===== src/rtl/gem_tx_frame_arbiter.sv =====
// Round-robin, frame-granular AXI-Stream arbiter for the GEM TX path.
// Holds a grant from the first beat to tlast and truncates frames longer than MAX_FRAME_LEN.
module gem_tx_frame_arbiter #(
    parameter int PORTS         = 4,
    parameter int MAX_FRAME_LEN = 1536
) (
    input  logic               clk,
    input  logic               rst,
    input  logic [PORTS*8-1:0] s_axis_tdata,
    input  logic [PORTS-1:0]   s_axis_tvalid,
    input  logic [PORTS-1:0]   s_axis_tlast,
    input  logic [PORTS-1:0]   s_axis_tuser,
    output logic [PORTS-1:0]   s_axis_tready,
    output logic [7:0]         m_axis_tdata,
    output logic               m_axis_tvalid,
    input  logic               m_axis_tready,
    output logic               m_axis_tlast,
    output logic               m_axis_tuser,
    input  logic [PORTS-1:0]   port_enable,
    output logic [PORTS-1:0]   grant,
    output logic               frame_done,
    output logic               frame_oversize
);

    localparam int IW = $clog2(PORTS);
    localparam int CW = $clog2(MAX_FRAME_LEN + 1);
    localparam logic [CW-1:0] LAST_CNT = CW'(MAX_FRAME_LEN - 1);
    localparam logic [CW-1:0] MAX_CNT  = CW'(MAX_FRAME_LEN);

    typedef enum logic [1:0] {
        IDLE,
        PASS,
        DROP
    } state_t;

    state_t           r_state;
    state_t           w_next;
    logic [PORTS-1:0] r_grant;
    logic [IW-1:0]    r_last_grant;
    logic [CW-1:0]    r_cnt;
    logic             r_frame_done;

    logic [PORTS-1:0] w_cand;
    logic             w_found;
    logic [IW-1:0]    w_win;
    logic [IW-1:0]    w_idx;
    logic [7:0]       w_in_data;
    logic             w_in_valid;
    logic             w_in_last;
    logic             w_in_user;
    logic             w_beat;
    logic             w_trunc;

    // r_last_grant doubles as the index of the currently granted port.
    always_comb begin
        w_in_data  = s_axis_tdata[8*r_last_grant +: 8];
        w_in_valid = s_axis_tvalid[r_last_grant];
        w_in_last  = s_axis_tlast[r_last_grant];
        w_in_user  = s_axis_tuser[r_last_grant];
    end

    assign w_beat  = (r_state == PASS) && w_in_valid && m_axis_tready;
    assign w_trunc = (r_state == PASS) && (r_cnt == LAST_CNT) && !w_in_last;

    // Search starts one past the last winner so the port that just finished ranks lowest.
    always_comb begin
        w_cand  = s_axis_tvalid & port_enable;
        w_found = 1'b0;
        w_win   = r_last_grant;
        w_idx   = '0;
        for (int unsigned i = 1; i <= PORTS; i++) begin
            w_idx = IW'((32'(r_last_grant) + i) % 32'(PORTS));
            if (!w_found && w_cand[w_idx]) begin
                w_found = 1'b1;
                w_win   = w_idx;
            end
        end
    end

    always_ff @(posedge clk) begin
        if (rst) begin
            r_state <= IDLE;
        end else begin
            r_state <= w_next;
        end
    end

    always_comb begin
        w_next = r_state;
        case (r_state)
            IDLE: begin
                if (w_found) begin
                    w_next = PASS;
                end
            end
            PASS: begin
                if (w_beat && w_in_last) begin
                    w_next = IDLE;
                end else if (w_beat && w_trunc) begin
                    w_next = DROP;
                end
            end
            DROP: begin
                if (w_in_valid && w_in_last) begin
                    w_next = IDLE;
                end
            end
            default: w_next = IDLE;
        endcase
    end

    always_ff @(posedge clk) begin
        if (rst) begin
            r_grant      <= '0;
            r_last_grant <= IW'(PORTS - 1);
            r_cnt        <= '0;
            r_frame_done <= 1'b0;
        end else begin
            r_frame_done <= w_beat && (w_in_last || w_trunc);
            if (r_state == IDLE) begin
                if (w_found) begin
                    r_grant      <= PORTS'(1) << w_win;
                    r_last_grant <= w_win;
                    r_cnt        <= '0;
                end
            end else begin
                if (w_beat && (r_cnt != MAX_CNT)) begin
                    r_cnt <= r_cnt + 1'b1;
                end
                if (w_next == IDLE) begin
                    r_grant <= '0;
                end
            end
        end
    end

    always_comb begin
        s_axis_tready  = '0;
        m_axis_tdata   = '0;
        m_axis_tvalid  = 1'b0;
        m_axis_tlast   = 1'b0;
        m_axis_tuser   = 1'b0;
        frame_oversize = 1'b0;
        case (r_state)
            PASS: begin
                m_axis_tdata                = w_in_data;
                m_axis_tvalid               = w_in_valid;
                m_axis_tlast                = w_in_last | w_trunc;
                m_axis_tuser                = w_in_user | w_trunc;
                s_axis_tready[r_last_grant] = m_axis_tready;
                frame_oversize              = w_beat && w_trunc;
            end
            DROP: begin
                s_axis_tready[r_last_grant] = 1'b1;
            end
            default: ;
        endcase
    end

    assign grant      = r_grant;
    assign frame_done = r_frame_done;

endmodule


===== config.mk =====
export PLATFORM = sky130hd
export DESIGN_NAME = gem_tx_frame_arbiter
export DESIGN_NICKNAME = d
export VERILOG_FILES = /design/src/rtl/gem_tx_frame_arbiter.sv
export SDC_FILE = /design/constraint.sdc
export NUM_CORES = 1
export LEC_CHECK = 0
export CELL_PAD_IN_SITES_DETAIL_PLACEMENT = 1
export CELL_PAD_IN_SITES_GLOBAL_PLACEMENT = 2
export CORE_ASPECT_RATIO = 1.1
export CORE_MARGIN = 2
export CORE_UTILIZATION = 27
export DETAILED_ROUTE_END_ITERATION = 10
export PLACE_DENSITY = 0.87
export REMOVE_ABC_BUFFERS = 1
export SLEW_MARGIN = 20
export SYNTH_ARGS = -nofsm -noshare
export SYNTH_HDL_FRONTEND = slang
export SYNTH_SLANG_ARGS = --single-unit

===== constraint.sdc =====
create_clock -name clk -period 3.12 [get_ports clk]
set_input_delay 0.468 -clock clk [delete_from_list [all_inputs] [get_ports clk]]
set_output_delay 0.468 -clock clk [all_outputs]
set_load 0.01 [all_outputs]

==> results.md, run 1 <==
STA:
- The largest clock skew in the final design is 0.00254 ns.
- The number of failing setup endpoints in the final timing report is 0.
- Setup repair after global routing left no endpoint under its margin.
- The headroom to the max-slew limit is 49.0%.
- The clock period could shrink to 2.93 ns.
- The final count of pins violating max slew is 0.
- The number of hold violations in the final report is 0.
- The share of the clock period used by the worst path is 93.8%.
- Timing would allow up to 0.342 GHz.
- At the pin with the least slew margin, the transition time is 0.766 ns.
- The final worst hold slack is 0.519 ns.
- Summed over all failing endpoints, the final setup total negative slack is 0 ns.
- The worst path meets setup with 0.192 ns of slack.

Logic synthesis:
- The total number of yosys warnings is 0.
- The per-instance average area after synthesis is 9.10 µm².
- The number of distinct library cell variants in the gate-level netlist after synthesis is 53.
- In the synthesized netlist the dominant register cell turns out to be sky130_fd_sc_hd__dfxtp_1.
- The post-synthesis async set-or-reset flop share is 0%.
- The number of register bits inferred by synthesis is 20.
- In the synthesized netlist, the number of instances is 200.
- The number of synthesized flops with an enable pin is 0.
- The area of the mapped netlist is 0.00182 mm².
- The part of the Yosys area used for sequential elements is 22.0%.

Floorplanning:
- The standard cell core area is 0.00656 mm².
- The die outline width is 82.3 µm.
- The initial utilization of the core area, before any placement, comes to 27.8%.
- Row generation in the floorplan step produced 31 rows.
- The die covers 0.00742 mm².
- 72 I/O pins were placed.
- In this run the vertical extent of the chip is 90.1 µm.

Setup path:
- Data on the critical path is required at its endpoint by 2.65 ns.
- In this design, the stage delay of the slowest critical-path cell is 0.56 ns.
- By instance count, the cell type seen most on the critical path is sky130_fd_sc_hd__clkdlybuf4s50_1.
- By startpoint and endpoint, the worst setup path is classified as in -> out.
- STA puts the critical path data arrival time at 2.46 ns.
- The cell at the slowest stage of the critical path is sky130_fd_sc_hd__clkdlybuf4s50_1.
- For flop-to-flop paths, the worst setup slack is 0.53 ns.
- The endpoint kind of the worst setup timing path is an output pin.
- The biggest fanout along the worst timing path is 4.
- STA classifies the critical path startpoint as an input pin.
- The critical path goes through clkdlybuf4s50_1 > mux4_2 > nand4b_4 > a21oi_1 > clkdlybuf4s50_1.

Flow run:
- Max-cap violations in this run came to 0.

Place:
- At the end of routability-driven placement, the weighted congestion stood at 0.776.
- The placement-stage worst setup slack is 0.228 ns.
- Port buffering added 71 buffers.
- The number of placed instances, taps included, is 349.
- The detailed placement HPWL is 4500 µm.

Route:
- The average via count per standard cell is 5.27.
- The met1 routed wirelength after detailed routing is 2580 µm.
- In the final routed layout, each cell accounts on average for 16.0 µm.
- After detailed routing, the number of remaining DRC violations is 0.
- The uppermost signal routing layer after detailed routing is met4.
- The first-pass iteration count of the detailed router is 4.
- For this block, the initial DRC count from the detailed router was 70.
- The detailed router placed 1859 vias in this run.
- Detailed routing placed a total of 195 µm of wire on met3.
- Detailed routing placed a total of 2810 µm of wire on met2.
- The number of nets still failing antenna checks after routing is 0.
- The routed design has 5660 µm of wire.

Power:
- In this run the power spent charging and discharging nets is 344 µW.
- The analysis attributes to cell leakage a power of 0.000967 µW.
- Power spread over the standard cell area amounts to 391 mW/mm².
- The part of the power in the clock network is 25.3%.
- IR analysis of the VDD net gives a maximum drop of 0.210 mV.
- Of the total power, the share spent switching nets is 32.7%.
- The combinational fraction of design power is 47.0%.
- The sequential fraction of design power is 27.7%.
- The internal portion of the total power is 710 µW.

GRT:
- The largest net degree at the start of global routing is 20.
- The total global routing track utilization is 15.9%.
- The number of antenna violations at the first check in global routing is 0.
- The first global-routing pass estimated 9350 µm of wire.
- The total overflow left after global routing is 0.
- The number of global-route vias before repair came to 1940.

Clock network:
- TritonCTS built the clock tree.
- The H-tree depth is 1.
- The buffers inserted during post-CTS setup optimization is 0.
- The number of instances resized during post-cts repair is 0.
- The cts-stage hold buffer count is 0.
- The number of sinks on the clock net is 20.
- The root buffer cell chosen for the clock tree is sky130_fd_sc_hd__clkbuf_8.
- The number of buffers on the longest clock path is 2.
- The clock-pin slew on the worst setup and hold paths is 0.08 ns.
- The later pin in the worst-skew pair is clocked with a latency of 0.27 ns.
- Clock tree synthesis inserted a total of 3 buffers.

Layout:
- After filler insertion, the fill cell instance count of the layout stands at 774.
- In the final design database the tool counted 333 nets.
- Cells with a size suffix above 1 make up 11.1% of the layout.
- The top cell types in the final layout, fill and taps aside, are sky130_fd_sc_hd__clkdlybuf4s50_1, sky130_fd_sc_hd__dfxtp_1, sky130_fd_sc_hd__and2_1.
- The filler-free cell count of the finished design is 353.
- Cells fill 41.1% of the core in the end.
- The leading cell type in the layout, fill and taps excluded is sky130_fd_sc_hd__clkdlybuf4s50_1.
- The layout overhead on the synthesized area is 48.1%.
- 0 antenna diodes ended up in the layout.

Hold path:
- The tightest min-delay check is of the reg -> reg type.

Run status:
- The flow ran to the end, and the final reports show no timing, DRC or antenna violations.
[registers in the layout (all words and copies together) (netlist names)]
| register | cells |
|---|---|
| frame_done | 1 |
| grant | 4 |
| r_cnt | 11 |
| r_last_grant | 2 |
| r_state | 2 |
[critical path: cells and delay by family]
kind / cells / cell delay, ns
multiplexers: 1 / 0.54
AO/OA/AOI/OAI: 1 / 0.19
buffers and inverters: 2 / 1.03
AND/OR/NAND/NOR: 1 / 0.23
[area by class of cell]
cell class              count  area, µm²  share of cell area (%)
flip-flops and latches     20        400                    14.8
clock inverters             1       30.0                    1.11
clock buffers               3       41.3                    1.53
well taps                  82        103                    3.81
inverters                  15       56.3                    2.09
multi-input cells         156       1320                    48.9
repair buffers             76        748                    27.7
[power groups by stage]
stage,registers (µW),clock network [µW],logic [µW]
3_5_place_dp,298,0,497
2_1_floorplan,321,0,262
3_3_place_gp,298,0,494
5_1_grt,296,283,540
6_report,292,267,495
4_1_cts,293,276,500
[cells by family after synthesis]
logic type / Yosys count / share of synthesized area (%)
flip-flops: 20 / 22.0
AO/OA/AOI/OAI: 56 / 23.7
XOR/XNOR: 3 / 1.44
adder cells (fa/ha/maj): 10 / 6.87
multiplexers: 14 / 15.9
buffers and inverters: 24 / 5.64
AND/OR/NAND/NOR: 73 / 24.4
[through the flow]
| stage | total power [µW] | instance area [µm²] |
|---|---|---|
| floorplan | 582 | 1770 |
| global placement | 792 | 2630 |
| finish | 1050 | 2700 |
| detailed placement | 796 | 2630 |
| global route | 1120 | 2700 |
| CTS | 1070 | 2700 |
[routing by layer]
metal / global-route usage [%] / vias to the layer above
li1: - / 918
met1: 20.2 / 893
met2: 27.2 / 42
met3: 1.71 / 6
met4: 5.42 / 0
met5: 0 / -
[worst paths after layout]
kind / from / cells past startpoint / end
setup / recovery: s_axis_tlast[2] / 5 / m_axis_tuser
hold / removal: r_cnt[7] / 2 / r_cnt[7]
setup reg to reg: r_last_grant[0] / 7 / grant[3]
hold reg to reg: r_cnt[7] / 2 / r_cnt[7]
[Yosys cell counts (2+ instances only)]
cell | instances | area, µm²
sky130_fd_sc_hd__a21oi_1 | 13 | 65.1
sky130_fd_sc_hd__a22oi_1 | 2 | 15.0
sky130_fd_sc_hd__and2_1 | 16 | 100
sky130_fd_sc_hd__and3_1 | 2 | 12.5
sky130_fd_sc_hd__buf_2 | 4 | 20.0
sky130_fd_sc_hd__clkbuf_1 | 4 | 15.0
sky130_fd_sc_hd__dfxtp_1 | 20 | 400
sky130_fd_sc_hd__ha_1 | 10 | 125
sky130_fd_sc_hd__inv_1 | 13 | 48.8
sky130_fd_sc_hd__mux2i_1 | 2 | 20.0
sky130_fd_sc_hd__mux4_2 | 12 | 270
sky130_fd_sc_hd__nand2_1 | 11 | 41.3
sky130_fd_sc_hd__nand2b_1 | 2 | 12.5
sky130_fd_sc_hd__nand3_1 | 6 | 30.0
sky130_fd_sc_hd__nand3b_1 | 4 | 30.0
sky130_fd_sc_hd__nand4_1 | 2 | 12.5
sky130_fd_sc_hd__nor2_1 | 10 | 37.5
sky130_fd_sc_hd__o211ai_1 | 8 | 60.1
sky130_fd_sc_hd__o21ai_0 | 5 | 25.0
sky130_fd_sc_hd__o311ai_0 | 2 | 17.5
sky130_fd_sc_hd__o311ai_1 | 3 | 26.3
sky130_fd_sc_hd__o31ai_1 | 6 | 45.0
sky130_fd_sc_hd__o41ai_1 | 3 | 26.3
sky130_fd_sc_hd__or3_1 | 5 | 31.3
sky130_fd_sc_hd__or4_1 | 5 | 37.5
sky130_fd_sc_hd__xnor2_1 | 3 | 26.3
Power figures use the tool's default switching activity.
==> run 2: changes to the inputs <==
Settings changed: RECOVER_POWER from default to 50.
==> run 2 against run 1 <==
Net effect:
- fmax fell by 0.40%
- sequential power about the same
- critical path depth unchanged
- utilization down 0.095 points
- register-to-register slack got worse by 0.16 ns
- clock skew hardly changed
- power fell by 0.90%
- worst hold slack barely moved
- combinational power decreased by 2%
- clock power barely moved
- via count down 0.22%
- critical path type unchanged
- largest cell class unchanged
==> results.md, run 2 (synthesis results as in run 1) <==
Place:
- The detailed placement HPWL is 4500 µm (unchanged).
- The number of buffer cells added on primary ports is 71 (unchanged).
- The standard cell area after detailed placement is 0.00263 mm² (unchanged).
- The final weighted congestion of routability-driven global placement is 0.776 (unchanged).

Setup path:
- The critical path required time was 2.65 ns (about the same).
- The count of buffer and inverter cells on the critical path came to 2 (unchanged).
- The arrival time at the worst endpoint is 2.47 ns (about the same).
- The launching element type of the critical path is an input pin.
- The slack of the worst reg-to-reg path is 0.37 ns (-0.16 ns).
- The number of cell instances on the worst register-to-register path is 7 (unchanged).
- The path type of the worst setup path is in -> out.
- The biggest cell delay along the critical path is 0.56 ns (about the same).
- The library cell appearing most often on the critical path is sky130_fd_sc_hd__clkdlybuf4s50_1.
- The biggest fanout along the worst timing path was 4 (unchanged).
- The endpoint kind of the worst setup timing path is an output pin.
- The endpoint identified for the worst register-to-register timing path is r_cnt[9].
- The kind of cell with the highest combined delay along the critical path is buffers and inverters.
- The cell at the slowest stage of the critical path is sky130_fd_sc_hd__clkdlybuf4s50_1.
- The launching point of the worst reg2reg path is r_state[1].
- The signal on the critical path passes through clkdlybuf4s50_1 > mux4_2 > nand4b_4 > a21oi_1 > clkdlybuf4s50_1.

Clock network:
- The buffers inserted during post-CTS setup optimization is 0 (unchanged).
- The number of buffers on the longest clock path is 2 (unchanged).
- The number of buffers added by the clock tree synthesis step is 3 (unchanged).
- The cts-stage hold buffer count was 0 (unchanged).
- The clock-pin slew on the worst setup and hold paths is 0.08 ns (about the same).
- Clock tree synthesis selected as its root buffer the cell sky130_fd_sc_hd__clkbuf_8.
- The number of instances resized during post-cts repair is 0 (unchanged).
- The number of sinks on the clock net was 20 (unchanged).
- The clock insertion delay at the later pin of the skew report is 0.27 ns (about the same).
- The TritonCTS clock tree is yes.
- The H-tree depth came to 1 (unchanged).

STA:
- The headroom to the max-slew limit came to 49.5% (+0.56 points).
- The number of failing setup endpoints in the final timing report is 0 (unchanged).
- The accumulated negative setup slack is 0 ns (unchanged).
- The highest clock frequency the design can meet is 0.340 GHz (-0.40%).
- The transition at the pin with the smallest max-transition slack came to 0.757 ns (-0.00839 ns).
- The share of the clock period used by the worst path is 94.2% (+0.38 points).
- The post-layout minimum cycle time is 2.94 ns (+0.0117 ns).
- The final count of pins violating max slew came to 0 (unchanged).
- The largest clock skew in the final design is 0.00257 ns (+0.0000327 ns).
- The number of hold violations in the final report is 0 (unchanged).
- Setup repair after global routing left no endpoint under its margin.

Hold path:
- The tightest min-delay check is of the reg -> reg type.
- The startpoint of the worst hold path is r_cnt[7].
- The end of the worst hold path is r_cnt[7].
- The worst hold path cell count is 2 (unchanged).

Power:
- The peak ir drop on the vdd network is 0.210 mV (+0.11%).
- The power density of the placed cells is 388 mW/mm² (-0.67%).
- The static power due to leakage is 0.000988 µW (+2.2%).
- The final total power came to 1040 µW (-0.90%).

Flow run:
- The max-cap check violation count is 0 (unchanged).

GRT:
- The global-route track usage on met3 is 1.71% (unchanged).
- The largest net degree at the start of global routing is 20 (unchanged).
- The global-route met2 utilization is 27.2% (unchanged).
- The number of antenna violations at the first check in global routing was 0 (unchanged).
- The total global routing track utilization came to 15.9% (unchanged).
- The number of global-route vias before repair is 1940 (unchanged).
- The global-route track usage on met1 is 20.2% (unchanged).
- The first-pass GRT wire length is 9350 µm (unchanged).
- The overall overflow remaining after global route is 0 (unchanged).
- After global routing, the most crowded layer is met2.

Floorplanning:
- The starting density of the core is 27.8% (unchanged).
- The die outline width was 82.3 µm (unchanged).
- The number of core rows came to 31 (unchanged).
- The floorplan die height was 90.1 µm (unchanged).
- The I/O pin count is 72 (unchanged).
- The standard cell core area was 0.00656 mm² (unchanged).
- The floorplan die area is 0.00742 mm² (unchanged).

Layout:
- The fraction of final layout cells with drive strength greater than 1 is 10.3% (-0.74 points).
- The antenna diode count is 0 (unchanged).
- Leaving out fill and tap cells, the most frequent cell in the layout is sky130_fd_sc_hd__clkdlybuf4s50_1.
- The final standard cell area without fillers is 0.00269 mm² (-0.23%).
- In the layout the commonest cells are sky130_fd_sc_hd__clkdlybuf4s50_1, sky130_fd_sc_hd__dfxtp_1, sky130_fd_sc_hd__and2_1.
- Compared with the post-synthesis result, the final layout area differs by 47.8%.
- The number of flip-flops under the largest register name is 11 (unchanged).
- The number of nets at the end of the flow is 333 (unchanged).
- The register with the most flip-flops is r_cnt.

Route:
- The average wire length per cell after detail routing came to 16.0 µm (about the same).
- The first-pass iteration count of the detailed router was 4 (unchanged).
- The number of remaining DRC errors is 0 (unchanged).
- The aggregate routed wire length is 5660 µm (about the same).
- The starting DRC count in detailed routing is 88 (+26%).
- The total number of vias is 1855 (-0.22%).
- The average via count per standard cell is 5.25 (-0.22%).
- The number of nets still failing antenna checks after routing came to 0 (unchanged).

Run status:
- The run finished with clean final reports.
-- run 2: changes by cell type in the layout (fill, tap and decap cells not counted) --
cell,before,now
sky130_fd_sc_hd__clkdlybuf4s50_1,71,63
sky130_fd_sc_hd__dlygate4sd3_1,0,8
sky130_fd_sc_hd__inv_1,13,14
sky130_fd_sc_hd__inv_2,1,0
sky130_fd_sc_hd__o22ai_1,0,1
sky130_fd_sc_hd__o22ai_2,1,0
sky130_fd_sc_hd__o311ai_0,2,5
sky130_fd_sc_hd__o311ai_1,3,0
-- run 2: power by group --
part	internal, µW	switching, µW
logic	259	226
registers	273	19.1
clock network	172	96.2
total	703	342
-- run 2: final cells by class --
class                           count  area [µm²]
Sequential cell                    20         400
Timing Repair Buffer               76         748
Inverter                           15        56.3
Fill cell                         774        3860
Clock inverter                      1        30.0
Multi-Input combinational cell    156        1310
Clock buffer                        3        41.3
Tap cell                           82         103
-- run 2: tightest hold or removal path: cells and delay by family, from the launching register on --
kind	cells	cell delay [ns]
AO/OA/AOI/OAI	2	0.13
flip-flops	1	0.35
-- run 2: layer usage --
metal	wire, µm	vias to the layer above
li1	-	918
met3	180	6
met1	2590	894
met5	0	-
met2	2810	37
met4	78	0
-- run 2: how the worst max path moves through the flow --
stage / cells past startpoint / end / slack (ns) / startpoint
5_1_grt: 7 / s_axis_tready[0] / 0.09 / r_state[1]
3_3_place_gp: 5 / m_axis_tuser / 0.24 / s_axis_tlast[2]
3_5_place_dp: 5 / m_axis_tuser / 0.23 / s_axis_tlast[2]
6_report: 5 / m_axis_tuser / 0.18 / s_axis_tlast[2]
4_1_cts: 5 / m_axis_tuser / 0.19 / s_axis_tlast[2]
2_1_floorplan: 6 / grant[2] / 0.67 / r_last_grant[0]
-- run 2: metrics by stage --
stage | util [%] | std cells | hold slack (ns) | setup WS [ns]
final | 41.0 | 353 | 0.519 | 0.180
after CTS | 41.1 | 353 | 0.518 | 0.188
after detailed placement | 40.0 | 349 | 0.504 | 0.228
after global placement | 40.0 | 349 | 0.492 | 0.237
after floorplan | - | 191 | 0.469 | 0.669
after global routing | 41.0 | 353 | 0.556 | 0.0891
